## config.mk

```make
export PLATFORM = sky130hd
export DESIGN_NAME = level_sensor_filter
export DESIGN_NICKNAME = d
export VERILOG_FILES = /design/src/rtl/level_sensor_filter.sv
export SDC_FILE = /design/constraint.sdc
export NUM_CORES = 1
export LEC_CHECK = 0
export BUFFER_PORTS_ARGS = -buffer_cell sky130_fd_sc_hd__buf_2
export CORE_MARGIN = 1.5
export CORE_UTILIZATION = 40
export DETAILED_ROUTE_END_ITERATION = 16
export SLEW_MARGIN = 5
export SYNTH_ARGS = -nofsm -noshare
export SYNTH_HDL_FRONTEND = slang
export SYNTH_SLANG_ARGS = --single-unit
```

## constraint.sdc

```tcl
create_clock -name clk -period 1.9 [get_ports clk]
set_input_delay 0.095 -clock clk [delete_from_list [all_inputs] [get_ports clk]]
set_output_delay 0.095 -clock clk [all_outputs]
set_load 0.02 [all_outputs]
```

## src/rtl/level_sensor_filter.sv

```systemverilog
// Input conditioning for the tank-level FSM: 2-flop synchronisers, per-channel
// debounce, float plausibility check and a sticky overload/sensor fault latch.
module level_sensor_filter #(
    parameter int DEB_CYCLES = 4
) (
    input  logic       clk,
    input  logic       reset,
    input  logic [1:0] level_raw,
    input  logic [1:0] fault_raw,
    input  logic       clr_fault,
    output logic [1:0] A,
    output logic [1:0] P,
    output logic       stable
);

    localparam int NUM_CH = 4;
    localparam int CNT_W  = $clog2(DEB_CYCLES + 1);
    localparam logic [CNT_W-1:0] CNT_MAX = CNT_W'(DEB_CYCLES - 1);

    // Channel map: [1:0] = level floats, [2] = dry-run, [3] = motor overload
    logic [NUM_CH-1:0]            raw;
    logic [NUM_CH-1:0]            s1_q;
    logic [NUM_CH-1:0]            s2_q;
    logic [NUM_CH-1:0]            deb_q;
    logic [NUM_CH-1:0]            deb_d;
    logic [NUM_CH-1:0][CNT_W-1:0] cnt_q;
    logic [NUM_CH-1:0][CNT_W-1:0] cnt_d;
    logic [NUM_CH-1:0]            settled;

    logic       latch_q;
    logic       latch_d;
    logic       implausible_d;
    logic       set_d;
    logic [1:0] a_q;
    logic [1:0] a_d;
    logic [1:0] p_q;
    logic [1:0] p_d;

    assign raw = {fault_raw, level_raw};

    always_ff @(posedge clk or posedge reset) begin
        if (reset) begin
            s1_q <= '0;
            s2_q <= '0;
        end else begin
            s1_q <= raw;
            s2_q <= s1_q;
        end
    end

    // A single sample back at the debounced value drops the count to zero.
    always_comb begin
        deb_d   = deb_q;
        cnt_d   = '0;
        settled = '0;
        for (int ch = 0; ch < NUM_CH; ch++) begin
            if (s2_q[ch] != deb_q[ch]) begin
                if (cnt_q[ch] == CNT_MAX) begin
                    deb_d[ch] = s2_q[ch];
                end else begin
                    cnt_d[ch] = cnt_q[ch] + CNT_W'(1);
                end
            end
            settled[ch] = (cnt_q[ch] == '0) && (s2_q[ch] == deb_q[ch]);
        end
    end

    always_comb begin
        implausible_d = (deb_d[1:0] == 2'b10);
        set_d         = deb_d[3] | implausible_d;
        latch_d       = set_d | (latch_q & ~clr_fault);
        a_d           = deb_d[1:0];
        if (latch_d) begin
            p_d = 2'b10;
        end else if (deb_d[2]) begin
            p_d = 2'b01;
        end else begin
            p_d = 2'b00;
        end
    end

    always_ff @(posedge clk or posedge reset) begin
        if (reset) begin
            deb_q   <= '0;
            cnt_q   <= '0;
            latch_q <= 1'b0;
            a_q     <= 2'b00;
            p_q     <= 2'b00;
        end else begin
            deb_q   <= deb_d;
            cnt_q   <= cnt_d;
            latch_q <= latch_d;
            a_q     <= a_d;
            p_q     <= p_d;
        end
    end

    assign A      = a_q;
    assign P      = p_q;
    assign stable = &settled;

endmodule

```

==> results.md, run 1 <==
* Initial core utilization at 0.429
* R2r worst-path depth at 4
* # IOs at 12
* Synth cell types at 18
* Final nets at 114
* Die Y at 54.8 um
* Hold Fails Final Rpt at 0
* Slew Viols, Final at 0
* Logic gate share of total power at 0.317
* Setup total negative slack at 0 ns
* Critical Path RT at 1.80 ns
* Root buffer cell: clkbuf_4
* Worst-margin pin slew at 0.323 ns
* Clock skew at 0.00393 ns
* CTS Buffer Depth at 2
* Crit Path Max Fanout at 3
* Grt ovf at 0
* Per-cell routed wire length at 12.0 um
* Final period util at 0.868
* Largest net degree at the start of global routing at 27
* Max Cap Viol at 0
* Placed Instances at 119
* Net Count, Synth at 95
* Core Region at 2500 um2
* Share of post-route cells with drive strength above 1 at 0.224
* Final wirelength at 1540 um
* Fin crit period at 1.65 ns
* Max Clk Rate at 606 MHz
* Clock latency at the later pin of the worst-skew pair at 0.32 ns
* Flop and latch count out of synthesis at 26
* Horiz. Die Dim at 54.8 um
* Antenna violations before repair at 0
* Vias at 599
* Sequential Power Share at 0.461
* Crit. End Element: output port
* CTS sink count at 26
* Sw frac at 0.319
* Global-route wire length before repair at 2640 um
* Post-CTS setup buffers at 0
* Kind of critical path: reg2out
* Sequential area share after synthesis at 0.606
* Rel. slew slack at 0.779
* Initial DRC Count at 3
* Synth-to-layout area growth at 16.8%
* TritonCTS Buffers at 3
* Final setup vio count at 0
* CP peak stage delay at 0.43 ns
* CP Launch Type: flip-flop
* Placer congestion estimate at 0.682
* Hold WC Path Type: in2reg
* Tot GR Track Use at 0.129
* RSZ-0062 raised after global routing: no
* Final Cell Area at 1250 um2
* DRT Pass-1 Iters at 2
* Hold WS at 0.139 ns
* IO buf count at 11
* Post-DP HPWL at 1150 um
* CTS tree: built
* Synth warnings at 0
* Syn Inst Count at 80
* Cell taking the most area after synthesis: dfrtp_1
* Cell Count, Final, Fillers Out at 128
* PwrDens at 1350 nW/um2
* Depth of the worst hold-timing path at 3
* Overall power at 1690 uW
* Drc violations at 0
* Vias in the first global route at 592
* Max VDD drop at 0.760 mV
* Die area at 3000 um2
* Htree depth at 1
* Internal at 1150 uW
* Inserted Diodes at 0
* Placed Area at 1150 um2
* Post-DRT Antenna Nets at 0
* Critical Path, Cell by Cell: inv_1 -> ha_1 -> and4bb_2 -> nand4_1 -> nor2_1 -> buf_2
* Post-Syn Area at 1070 um2
* Area contributors post-synth: dfrtp_1 61%, ha_1 9.3%, nor3b_1 5.6%
* Row cnt at 18
* Clk pwr share at 0.223
* Clock Pin Slew Worst Setup and Hold Paths at 0.14 ns
* Crit path arrival time at 1.55 ns
* Status: finished clean
* Slowest cell on crit path: dfrtp_1
* Synth top area share at 0.606
* P_leak at 0.000600 uW
* Syn avg cell area at 13.4 um2
* Routed vias/inst at 4.68
* Sw Pwr at 538 uW
-- stage by stage --
| step | setup WS, ns | utilization |
|---|---|---|
| 6_report | 0.250 | 0.502 |
| 2_1_floorplan | 0.493 | - |
| 3_3_place_gp | 0.426 | 0.460 |
| 3_5_place_dp | 0.364 | 0.460 |
| 4_1_cts | 0.226 | 0.502 |
| 5_1_grt | 0.130 | 0.502 |
-- worst max-delay path, delay by kind of cell (launching register included) --
family / cells / cell delay (ns)
flip-flops: 1 / 0.43
buffers and inverters: 2 / 0.23
AND/OR/NAND/NOR: 3 / 0.43
adder cells (fa/ha/maj): 1 / 0.14
-- path summary, 6_finish.rpt --
path                            from      end  slack [ns]
setup / recovery            cnt_q[6]   stable        0.25
hold / removal             clr_fault     P[0]        0.14
setup reg to reg            cnt_q[9]     P[0]        0.36
hold reg to reg              s1_q[2]  s2_q[2]        0.37
max in group asynchronous      reset  s1_q[3]        1.32
min in group asynchronous      reset  s1_q[1]        0.34
-- area by class of cell --
| cell class | count | area, um2 |
|---|---|---|
| Fill cell | 226 | 1250 |
| Sequential cell | 26 | 651 |
| Multi-Input combinational cell | 40 | 359 |
| Timing Repair Buffer | 17 | 113 |
| Inverter | 11 | 41.3 |
| Tap cell | 30 | 37.5 |
| Clock inverter | 1 | 30.0 |
| Clock buffer | 3 | 22.5 |
-- registers in the layout, indices dropped and copies added, names as in the netlist --
signal	flops
deb_q	3
latch_q	1
P	1
s2_q	4
A	1
s1_q	4
cnt_q	12
-- placed cells by master (no fill, tap or decap), types with 2 or more instances in the layout --
cell           netlist  final
dlygate4sd3_1        0      5
xnor2_1              4      4
buf_2                0     11
clkbuf_4             0      3
nor2_1               2      2
dfrtp_1             26     26
nor3_1               4      4
nand4_1              2      2
nor3b_1              8      8
ha_1                 8      8
inv_1               11     11
mux2i_1              2      2
nor2b_1              3      3
-- power groups by stage --
stage | Clock (uW) | Sequential (uW) | Combinational, uW
floorplan | 0 | 783 | 438
global placement | 0 | 782 | 529
detailed placement | 0 | 793 | 542
CTS | 391 | 782 | 552
global route | 412 | 799 | 619
finish | 376 | 777 | 535
-- kinds of logic (layout without fill, tap and decap cells) --
| logic type | count (synthesis) | count (layout) | share of synthesized area |
|---|---|---|---|
| fa+ha+maj | 8 | 8 | 0.0932 |
| compound gates | 2 | 2 | 0.0221 |
| simple gates | 22 | 22 | 0.143 |
| flops | 26 | 26 | 0.606 |
| xor+xnor | 4 | 4 | 0.0326 |
| buf+inv | 14 | 32 | 0.0594 |
| mux | 4 | 4 | 0.0431 |
-- what timing repair did --
action / 4_1_cts / 5_1_grt
resized for setup: 0 / 0
setup endpoints to repair: 0 / 0
endpoints found under the hold margin: 30 / 0
hold buffers: 5 / 0
-- synthesized netlist by cell type --
library cell and count:
mux2i_1 2, nor2b_2 1, nor2b_4 1, nor3_1 4
dfrtp_1 26, nand4_1 2, and4bb_2 1, ha_1 8
nor2_1 2, mux2_2 1, xnor2_1 4, a211o_1 1
nor3b_1 8, mux2_4 1, inv_1 11, a2111oi_2 1
nor2b_1 3, buf_4 3
-- layer usage --
| metal | GRT usage | vias to the layer above | wire length (um) |
|---|---|---|---|
| met1 | 0.164 | 292 | 751 |
| li1 | - | 294 | - |
| met2 | 0.210 | 13 | 727 |
| met5 | 0 | - | 0 |
| met4 | 0.0250 | 0 | 0 |
| met3 | 0.0492 | 0 | 62 |
Power figures use the tool's default switching activity.
==> run 2: changes to the inputs <==
- CORE_UTILIZATION: 40 -> 39
==> run 2 against run 1 <==
Sequential power about the same. Count of clock-buffer cells in the layout unchanged. Sequential share of layout area increased by 1.3 points. Critical path depth unchanged. Non-clock buffer count unchanged. Clock power decreased by 42%. Via count decreased by 1.2%. Total power decreased by 9.0%. Sequential cell count unchanged. Wire length increased by 4.8%. Fmax increased by 3.0%. Combinational power increased by 1%.
==> results.md, run 2 (synthesis gave the netlist of run 1 again) <==
* R2r worst-path depth at 4
* Setup total negative slack at 0 ns
* Antenna violations before repair at 0
* Internal at 1010 uW
* Hold_buf cts at 5
* # IOs at 12
* IO buf count at 11
* Die area at 3080 um2
* Final period util at 0.843
* Sw frac at 0.341
* Placed Instances at 119
* Critical Path, Cell by Cell: inv_1 -> ha_1 -> and4bb_2 -> nand4_1 -> nor2_1 -> buf_2
* Global-route wire length before repair at 3000 um
* Row cnt at 18
* Largest net degree at the start of global routing at 27
* Initial DRC Count at 3
* Resize count post-CTS at 0
* Crit path arrival time at 1.51 ns
* # fillers at 227
* PwrDens at 1260 nW/um2
* Htree depth at 1
* CP peak stage delay at 0.42 ns
* Hold WC Path Type: in2reg
* Clock latency at the later pin of the worst-skew pair at 0.30 ns
* CP Launch Type: flip-flop
* Kind of critical path: reg2out
* P_leak at 0.000586 uW
* Sequential Power Share at 0.506
* Top flop regs: cnt_q: 12 flops, s1_q: 4 flops, s2_q: 4 flops
* Post-DP HPWL at 1200 um
* Max Cap Viol at 0
* Most frequent cells in the layout: 26 x dfrtp_1, 11 x inv_1, 11 x buf_2, 8 x nor3b_1, 8 x ha_1
* Sw Pwr at 525 uW
* Grt ovf at 0
* Post-CTS setup buffers at 0
* Hold Fails Final Rpt at 0
* Rel. slew slack at 0.762
* DRT Pass-1 Iters at 4
* Max Clk Rate at 624 MHz
* Root buffer cell: clkbuf_4
* Vias at 592
* Slowest cell on crit path: dfrtp_1
* CTS tree: built
* Clk pwr share at 0.142
* Final setup vio count at 0
* Clock skew at 0.00344 ns
* Crit. End Element: output port
* Die Y at 55.5 um
* Number of flip-flops in the largest register at 12
* Final wirelength at 1620 um
* Slew Viols, Final at 0
* Share of post-route cells with drive strength above 1 at 0.216
* Initial core utilization at 0.422
* Vias in the first global route at 707
* Clock Pin Slew Worst Setup and Hold Paths at 0.13 ns
* Worst-margin pin slew at 0.355 ns
* Synth-to-layout area growth at 14.0%
* Placer congestion estimate at 0.655
* Inserted Diodes at 0
* RSZ-0062 raised after global routing: no
* Most common cell after layout, fill and taps aside: dfrtp_1
* Drc violations at 0
* CTS sink count at 26
* Fin crit period at 1.60 ns
* TritonCTS Buffers at 3
* Logic gate share of total power at 0.352
* Tot GR Track Use at 0.126
* Final nets at 114
* Crit. Startpoint: cnt_q[6]
* Crit Path Max Fanout at 3
* Status: finished clean
* Depth of the worst hold-timing path at 3
* Reg2reg start: cnt_q[9]
* Core Region at 2540 um2
* Max VDD drop at 0.663 mV
* Overall power at 1540 uW
* Critical Path RT at 1.80 ns
* Biggest register: cnt_q
* Horiz. Die Dim at 55.5 um
* Post-DRT Antenna Nets at 0
* Per-cell routed wire length at 12.7 um
* Cell Count, Final, Fillers Out at 127
* Hold_sp: clr_fault
* Final core occ at 0.481
* Routed vias/inst at 4.66
* CTS Buffer Depth at 2
[run 2: routing by layer]
layer | routed length, um | track usage
met5 | 0 | 0
met4 | 12 | 0.0523
met3 | 42 | 0.0304
met2 | 815 | 0.211
met1 | 744 | 0.156
[run 2: per-stage QoR]
stage	worst slack, ns	hold WS (ns)	instance area (um2)
2_1_floorplan	0.493	0.126	1070
3_3_place_gp	0.427	0.160	1150
3_5_place_dp	0.374	0.173	1150
4_1_cts	0.279	0.164	1220
5_1_grt	0.155	0.179	1220
6_report	0.298	0.163	1220
[run 2: power groups by stage]
stage / logic (uW) / clock network [uW] / registers (uW)
CTS: 551 / 233 / 780
floorplan: 438 / 0 / 783
global route: 627 / 259 / 797
global placement: 528 / 0 / 782
detailed placement: 543 / 0 / 791
finish: 541 / 218 / 777
[run 2: final cells by class]
class	instances	area, um2	share of cell area
sequential	26	651	0.532
multi-input combinational	40	359	0.293
timing repair buffer	17	113	0.0920
inverter	11	41.3	0.0337
tap	30	37.5	0.0307
clock buffer	3	22.5	0.0184
[run 2: final timing paths]
| path | endpoint | slack, ns |
|---|---|---|
| setup / recovery | stable | 0.30 |
| hold / removal | P[0] | 0.16 |
| setup reg to reg | latch_q | 0.36 |
| hold reg to reg | s2_q[1] | 0.37 |
| max in group asynchronous | cnt_q[1] | 1.28 |
| min in group asynchronous | s2_q[0] | 0.37 |
[run 2: critical path, delay by kind of cell (launching register included)]
kind                     cells  cell delay [ns]
buffers and inverters        2             0.24
flip-flops                   1             0.42
AND/OR/NAND/NOR              3             0.40
adder cells (fa/ha/maj)      1             0.14
